$ cat config.mk
export PLATFORM = sky130hd
export DESIGN_NAME = pipe_ctrl_flat
export DESIGN_NICKNAME = d
export VERILOG_FILES = /design/src/rtl/simple_pkg.sv /design/src/rtl/pipe_ctrl_if.sv /design/src/rtl/reg_scoreboard.sv /design/src/rtl/pipe_ctrl.sv /design/src/flat_wrapper.sv
export SDC_FILE = /design/constraint.sdc
export NUM_CORES = 1
export LEC_CHECK = 0
export CORE_ASPECT_RATIO = 0.9
export CORE_UTILIZATION = 55
export CTS_CLUSTER_DIAMETER = 60
export CTS_CLUSTER_SIZE = 16
export DETAILED_ROUTE_END_ITERATION = 7
export PLACE_DENSITY = 0.83
export REMOVE_ABC_BUFFERS = 1
export SLEW_MARGIN = 20
export SYNTH_ARGS = -nofsm -noshare
export SYNTH_HDL_FRONTEND = slang
export SYNTH_HIERARCHICAL = 1
export SYNTH_SLANG_ARGS = --single-unit
$ cat constraint.sdc
create_clock -name clock -period 6.85 [get_ports clock]
set_clock_uncertainty 0.15 [all_clocks]
set_input_delay 1.37 -clock clock [delete_from_list [all_inputs] [get_ports clock]]
set_output_delay 1.37 -clock clock [all_outputs]
set_load 0.03 [all_outputs]
$ cat src/rtl/simple_pkg.sv
// Shared encodings for the SIMPLE core pipeline controller.
// Contents: instruction class and sub-op codes, ALU opcode markers,
// controller state enum, and the decoded-instruction record.
package simple_pkg;

    localparam logic [1:0] CLS_LD  = 2'd0;
    localparam logic [1:0] CLS_ST  = 2'd1;
    localparam logic [1:0] CLS_IMM = 2'd2;
    localparam logic [1:0] CLS_ALU = 2'd3;

    localparam logic [2:0] SUB_LI  = 3'd0;
    localparam logic [2:0] SUB_B   = 3'd4;
    localparam logic [2:0] SUB_BCC = 3'd7;

    localparam logic [3:0] OP_HLT       = 4'd15;
    // ALU opcodes from here up take only one register source.
    localparam logic [3:0] OP_SHIFT_MIN = 4'd9;

    typedef enum logic [1:0] {
        ST_RUN    = 2'd0,
        ST_DRAIN  = 2'd1,
        ST_HALTED = 2'd2
    } state_t;

    // Up to three source slots; the current ISA never uses more than two,
    // so slot 2 is always disabled by the decoder.
    typedef struct packed {
        logic [2:0]      rd_en;
        logic [2:0][2:0] rd_addr;
        logic            wr_en;
        logic [2:0]      wr_addr;
        logic            is_hlt;
    } dec_t;

endpackage

$ cat src/rtl/pipe_ctrl_if.sv
// Decode-stage handshake bundle between the core datapath and pipe_ctrl.
//   command/cmd_valid/branch_taken/resume : datapath -> controller
//   issue/pc_en/flush/halted              : controller -> datapath
// master = datapath side, slave = controller side.
interface pipe_ctrl_if;
    logic [15:0] command;
    logic        cmd_valid;
    logic        branch_taken;
    logic        resume;
    logic        issue;
    logic        pc_en;
    logic        flush;
    logic        halted;

    modport master (
        output command, cmd_valid, branch_taken, resume,
        input  issue, pc_en, flush, halted
    );

    modport slave (
        input  command, cmd_valid, branch_taken, resume,
        output issue, pc_en, flush, halted
    );
endinterface

$ cat src/rtl/reg_scoreboard.sv
// Pending-write scoreboard: one 2-bit down-counter per register.
//   clock, reset    : clock, async active-high reset
//   ld_en, ld_addr  : load ld_addr's counter with WB_LAT
//   rd_addr[2:0]    : three lookup addresses
//   busy[2:0]       : counter at rd_addr[k] is nonzero
//   empty           : every counter is zero
module reg_scoreboard #(
    parameter int WB_LAT = 3,
    parameter int NREG   = 8
) (
    input  logic            clock,
    input  logic            reset,
    input  logic            ld_en,
    input  logic [2:0]      ld_addr,
    input  logic [2:0][2:0] rd_addr,
    output logic [2:0]      busy,
    output logic            empty
);
    localparam logic [1:0] LD_VAL = WB_LAT[1:0];

    logic [1:0] cnt [NREG];

    // A load on the same register as a pending decrement takes priority.
    always_ff @(posedge clock or posedge reset) begin
        if (reset) begin
            for (int i = 0; i < NREG; i++) cnt[i] <= '0;
        end else begin
            for (int i = 0; i < NREG; i++) begin
                if (ld_en && int'(ld_addr) == i)
                    cnt[i] <= LD_VAL;
                else if (cnt[i] != 2'd0)
                    cnt[i] <= cnt[i] - 2'd1;
            end
        end
    end

    always_comb begin
        for (int k = 0; k < 3; k++) busy[k] = (cnt[rd_addr[k]] != 2'd0);
    end

    always_comb begin
        empty = 1'b1;
        for (int i = 0; i < NREG; i++)
            if (cnt[i] != 2'd0) empty = 1'b0;
    end
endmodule

$ cat src/rtl/pipe_ctrl.sv
// Pipeline sequencing controller beside the decode stage: decodes the
// instruction in decode, checks it against the scoreboard, and decides
// issue / stall / squash; sequences the halt drain and resume.
//   clock, reset : clock, async active-high reset
//   bus (slave)  : command, cmd_valid, branch_taken, resume in;
//                  issue, pc_en, flush, halted out (all combinational)
//
// state   | meaning
// RUN     | normal issue; stall on hazard, squash on taken branch
// DRAIN   | HLT issued; wait for all pending writebacks to land
// HALTED  | core stopped until a resume pulse
module pipe_ctrl
    import simple_pkg::*;
#(
    parameter int WB_LAT = 3,
    parameter int NREG   = 8
) (
    input logic        clock,
    input logic        reset,
    pipe_ctrl_if.slave bus
);
    function automatic dec_t decode(input logic [15:0] cmd);
        dec_t d;
        d = '0;
        case (cmd[15:14])
            CLS_ALU: begin
                d.rd_en[0]   = 1'b1;
                d.rd_addr[0] = cmd[13:11];
                if (cmd[7:4] < OP_SHIFT_MIN) begin
                    d.rd_en[1]   = 1'b1;
                    d.rd_addr[1] = cmd[10:8];
                end
                if (cmd[7:4] == OP_HLT) begin
                    d.is_hlt = 1'b1;
                end else begin
                    d.wr_en   = 1'b1;
                    d.wr_addr = cmd[10:8];
                end
            end
            CLS_LD: begin
                d.rd_en[0]   = 1'b1;
                d.rd_addr[0] = cmd[10:8];
                d.wr_en      = 1'b1;
                d.wr_addr    = cmd[13:11];
            end
            CLS_ST: begin
                d.rd_en[1:0] = 2'b11;
                d.rd_addr[0] = cmd[13:11];
                d.rd_addr[1] = cmd[10:8];
            end
            CLS_IMM: begin
                case (cmd[13:11])
                    SUB_LI: begin
                        d.wr_en   = 1'b1;
                        d.wr_addr = cmd[10:8];
                    end
                    SUB_BCC: begin
                        d.rd_en[0]   = 1'b1;
                        d.rd_addr[0] = cmd[10:8];
                    end
                    default: ;  // B and unused sub-ops touch no registers
                endcase
            end
            default: ;
        endcase
        return d;
    endfunction

    dec_t       dec;
    state_t     state, state_nx;
    logic [2:0] busy;
    logic       sb_empty;
    logic       hazard;
    logic       issue_c, pc_en_c, flush_c, halted_c;

    assign dec    = decode(bus.command);
    assign hazard = |(busy & dec.rd_en);

    reg_scoreboard #(.WB_LAT(WB_LAT), .NREG(NREG)) u_sb (
        .clock   (clock),
        .reset   (reset),
        .ld_en   (issue_c & dec.wr_en),
        .ld_addr (dec.wr_addr),
        .rd_addr (dec.rd_addr),
        .busy    (busy),
        .empty   (sb_empty)
    );

    always_ff @(posedge clock or posedge reset) begin
        if (reset) state <= ST_RUN;
        else       state <= state_nx;
    end

    always_comb begin
        state_nx = state;
        issue_c  = 1'b0;
        pc_en_c  = 1'b0;
        flush_c  = 1'b0;
        halted_c = 1'b0;
        case (state)
            ST_RUN: begin
                // A taken branch squashes decode even if it was stalled,
                // and the PC moves on to the branch target.
                flush_c = bus.branch_taken;
                issue_c = bus.cmd_valid & ~hazard & ~flush_c;
                pc_en_c = ~(bus.cmd_valid & hazard) | flush_c;
                if (issue_c && dec.is_hlt) state_nx = ST_DRAIN;
            end
            ST_DRAIN: begin
                if (sb_empty) state_nx = ST_HALTED;
            end
            ST_HALTED: begin
                halted_c = 1'b1;
                if (bus.resume) state_nx = ST_RUN;
            end
            default: state_nx = ST_RUN;
        endcase
    end

    assign bus.issue  = issue_c;
    assign bus.pc_en  = pc_en_c;
    assign bus.flush  = flush_c;
    assign bus.halted = halted_c;
endmodule

$ cat src/flat_wrapper.sv
// flat-port wrapper written by rule: the top's interface ports become plain ports
module pipe_ctrl_flat import simple_pkg::*;
#(
    parameter int WB_LAT = 3,
    parameter int NREG   = 8
)
  (clock, reset, bus_command, bus_cmd_valid, bus_branch_taken, bus_resume, bus_issue, bus_pc_en, bus_flush, bus_halted);
  pipe_ctrl_if bus_i ();
  input logic clock;
  input logic reset;
  input wire logic [$bits(bus_i.command)-1:0] bus_command;
  input wire logic [$bits(bus_i.cmd_valid)-1:0] bus_cmd_valid;
  input wire logic [$bits(bus_i.branch_taken)-1:0] bus_branch_taken;
  input wire logic [$bits(bus_i.resume)-1:0] bus_resume;
  output wire logic [$bits(bus_i.issue)-1:0] bus_issue;
  output wire logic [$bits(bus_i.pc_en)-1:0] bus_pc_en;
  output wire logic [$bits(bus_i.flush)-1:0] bus_flush;
  output wire logic [$bits(bus_i.halted)-1:0] bus_halted;
  assign bus_i.command = bus_command;
  assign bus_i.cmd_valid = bus_cmd_valid;
  assign bus_i.branch_taken = bus_branch_taken;
  assign bus_i.resume = bus_resume;
  assign bus_issue = bus_i.issue;
  assign bus_pc_en = bus_i.pc_en;
  assign bus_flush = bus_i.flush;
  assign bus_halted = bus_i.halted;
  pipe_ctrl #(.WB_LAT(WB_LAT), .NREG(NREG)) u_core (.clock(clock), .reset(reset), .bus(bus_i));
endmodule
# ---- Yosys cells after proc, flatten, opt, wreduce, memory -nomap -nowiden
# Cells that the tools add are included.
# Widths: inputs -> output; s select.
dict set report totals {
  regBits 18
  inputBits 21
  output_inout_bits 4
  word_cells 134
}
dict set report op_classes {
  n_addsub 8
  order_cmp 3
  n_eq_ne 17
  n_mux 51
  bitwise_logic 11
  reduce_logical 35
}
# operator count
set op_table {}
lappend op_table {{$mux 2} 23}
lappend op_table {{$reduce_bool 2->1} 18}
lappend op_table {{$mux 1} 16}
lappend op_table {{$sub 2x1->2 const B} 8}
lappend op_table {{$eq 3x3->1 const B} 5}
lappend op_table {{$bmux 2 s3} 2}
lappend op_table {{$pmux 4 s3} 1}
lappend op_table {{$logic_and 1x1->1} 9}
lappend op_table {{$pmux 3 s3} 1}
lappend op_table {{$ge 4x4->1 const B} 2}
lappend op_table {{$mux 4} 2}
lappend op_table {{$not 3->4} 2}
lappend op_table {{$eq 2x2->1 const B} 3}
lappend op_table {{$eq 3x2->1 const B} 2}
lappend op_table {{$logic_not 3->1} 2}
lappend op_table {{$mux 3} 2}
lappend op_table {{$pmux 2 s3} 1}
lappend op_table {{$pmux 3 s2} 1}
lappend op_table {{$reduce_or 3->1} 2}
lappend op_table {{$and 1x1->1} 4}
lappend op_table {{$eq 2x1->1 const B} 2}
lappend op_table {{$eq 4x4->1 const B} 1}
lappend op_table {{$logic_not 2->1} 2}
lappend op_table {{$lt 4x4->1 const B} 1}
lappend op_table {{other kinds (9)} 13}

# ---- Depth between registers and ports, before layout
# Gate-level depths: netlist of run 1.
dict set report depth {
  word_depth 17
  mapped_depth 10
  ltp_nobuf 10
}

# ---- Hierarchy
# Netlist of run 1, hierarchy kept.
# module instances cells_per_inst area_each_um2 seq_area_each_um2
set by_module_without_submodules {}
lappend by_module_without_submodules {reg_scoreboard 1 105 1048.5 400.4}
lappend by_module_without_submodules {pipe_ctrl 1 41 321.6 50.0}

# ---- Worst setup path after synthesis of run 1
# OpenSTA, ideal clock, no wires.
dict set report synth_timing {
  kind {in2out}
  startpoint {input bus_command[14]}
  endpoint {output bus_pc_en}
  arrival_time_ns 3.208
  required_time_ns 5.330
  setup_slack_ns 2.122
  stages 7
  path_buffers 1
  path_cell_list {clkbuf_1 > nor2_1 > a22o_1 > mux4_1 > mux2i_1 > a32o_2 > a311oi_2}
}
# element line
set synth_lines {}
lappend synth_lines {{start, declared} flat_wrapper.sv:11} ;# input wire logic [$bits(bus_i.command)-1:0] bus_command;
lappend synth_lines {{end, declared} flat_wrapper.sv:16} ;# output wire logic [$bits(bus_i.pc_en)-1:0] bus_pc_en;

==> out/metrics.yaml, run 1 <==
outcome: "completed"
dpl.hpwl_mm: 2.22
avgSynthCellArea_um2: 9.21
diodes: 0
worstPathArrival_ps: 4360
viasPerCell: 6.12
wirelength_mm: 2.89
cts_setup_buffers: 0
dieWidth_um: 53.4
cts_hold_buf: 0
postPlaceCellArea_um2: 1540
met1_usage_pct: 29.2
synth_cells: 142
cts_resized: 0
globalRouteOverflowTotal: 0
powerDensity_nw_per_um2: 365
antenna_found_initial: 0
busiest_layer: "met2"
ir_drop_uv: 268
fin_crit_ps: 5880
start_util_pct: 59.4
root_buffer: "clkbuf_4"
tightest_slew_ps: 646
grt_util_met2_pct: 45.0
cp_common_cell: "clkdlybuf4s50_1"
io_pins: 25
ant_nets: 0
cts_buffer_depth: 2
hp-class: "reg -> reg"
design_area_um2: 1570
use_met3_pct: 2.49
fmax_ghz: 0.170
grt_pass1_wl_mm: 4.48
htreeDepth: 1
maxCapViolations: 0
synthToLayoutAreaGrowth_pct: 20.4
cts_tree: "yes"
clock_latency_ps: 300
slowest_stage: "clkdlybuf4s50_1"
endpoint_kind: "output pin"
io_buffers: 20
track_usage_pct: 24.7
drt_first_iter_violations: 43
die_h_um: 48.3
period_share_pct: 85.8
setup_viol: 0
fp-row-count: 16
start_kind: "input pin"
tns_ps: 0
layout_common_cells: "clkdlybuf4s50_1 (20), nand2_1 (20), inv_1 (19), dfrtp_1 (18), nor2_1 (13)"
cts_sinks: 18
grt_max_degree: 17
place_congestion: 0.801
max_stage_delay_ps: 610
synthesis.area_um2: 1310
core_area_um2: 2200
wl_per_cell_um: 15.0
instances_no_fill: 192
cp_max_fo: 14
ys_warn_count: 6
drv_slew: 0
dr_total_vias: 1175
drt_pre_antenna_iters: 4
path_cells: "clkdlybuf4s50_1, nor2_1, a22o_1, mux4_1, mux2i_1, a32o_2, a311oi_2, clkdlybuf4s50_1"
clkTransAtPathRegs_ps: 100
rsz0062_at_grt: "no"
relSlewSlack_pct: 56.9
die_area_um2: 2580
drive_above_1_share_pct: 9.70
hold_viol: 0
num-nets-final: 195
cp.required_ps: 5330
dp_cells: 188
remaining_drc_errors: 0
p_leak_nw: 0.748
cts_buffers: 3
power_w: 0.000575
crit_type: "in -> out"
grt_pass1_vias: 1067
path summary, 6_finish.rpt:
| path | start | endpoint | slack, ps | cells past startpoint |
|---|---|---|---|---|
| max | bus_command[14] | bus_pc_en | 970 | 8 |
| min | u_core/u_sb/cnt[3]$_DFFE_PP0P_ | u_core/u_sb/cnt[3]$_DFFE_PP0P_ | 390 | 2 |
| max reg2reg | u_core/u_sb/cnt[10]$_DFFE_PP0P_ | u_core/u_sb/cnt[9]$_DFFE_PP0P_ | 4310 | 8 |
| min reg2reg | u_core/u_sb/cnt[3]$_DFFE_PP0P_ | u_core/u_sb/cnt[3]$_DFFE_PP0P_ | 390 | 2 |
| max in group asynchronous | reset | u_core/u_sb/cnt[3]$_DFFE_PP0P_ | 4820 | 2 |
| min in group asynchronous | reset | u_core/state[1]$_DFFE_PP0P_ | 1080 | 2 |
layout make-up:
| cell class | instances | area (um^2) |
|---|---|---|
| inverters | 19 | 71.3 |
| flip-flops and latches | 18 | 450 |
| fillers | 181 | 628 |
| well taps | 27 | 33.8 |
| multi-input cells | 104 | 782 |
| repair buffers | 20 | 200 |
| clock buffers | 4 | 36.3 |
flip-flops by register name, indices dropped and copies added, names as in the netlist:
| signal | cells |
|---|---|
| u_core/state | 2 |
| u_core/u_sb/cnt | 16 |
through the flow:
step / hold slack (ps) / setup slack [ps] / util, %
CTS: 395 / 1020 / 71.5
global route: 422 / 835 / 71.5
floorplan: 340 / 2200 / -
global placement: 354 / 1100 / 69.8
detailed placement: 369 / 1030 / 69.8
finish: 388 / 973 / 71.5
power breakdown:
part	switching, W	internal, W	leakage (nW)	total (W)
clock	0.0000341	0.0000325	0.0210	0.0000666
combinational	0.000152	0.000153	0.511	0.000305
sequential	0.0000412	0.000161	0.216	0.000203
total	0.000227	0.000347	0.748	0.000575
critical path, delay by kind of cell:
family	cells	cell delay, ps
multiplexers	2	750
AND/OR/NAND/NOR	1	400
buffers and inverters	2	1210
AO/OA/AOI/OAI	3	620
metal layers:
| layer | part of all wire, % | vias up |
|---|---|---|
| met3 | 5.2 | 5 |
| met4 | 1.6 | 0 |
| met5 | 0 | - |
| li1 | - | 547 |
| met2 | 49 | 43 |
| met1 | 44 | 580 |
Note: power is estimated with default switching activity, not from simulation.
==> run 2: changes to the inputs <==
- SKIP_CTS_REPAIR_TIMING: default -> 1
==> results of run 2 <==
No change in the layout: final DEF, timing and power equal those of run 1.
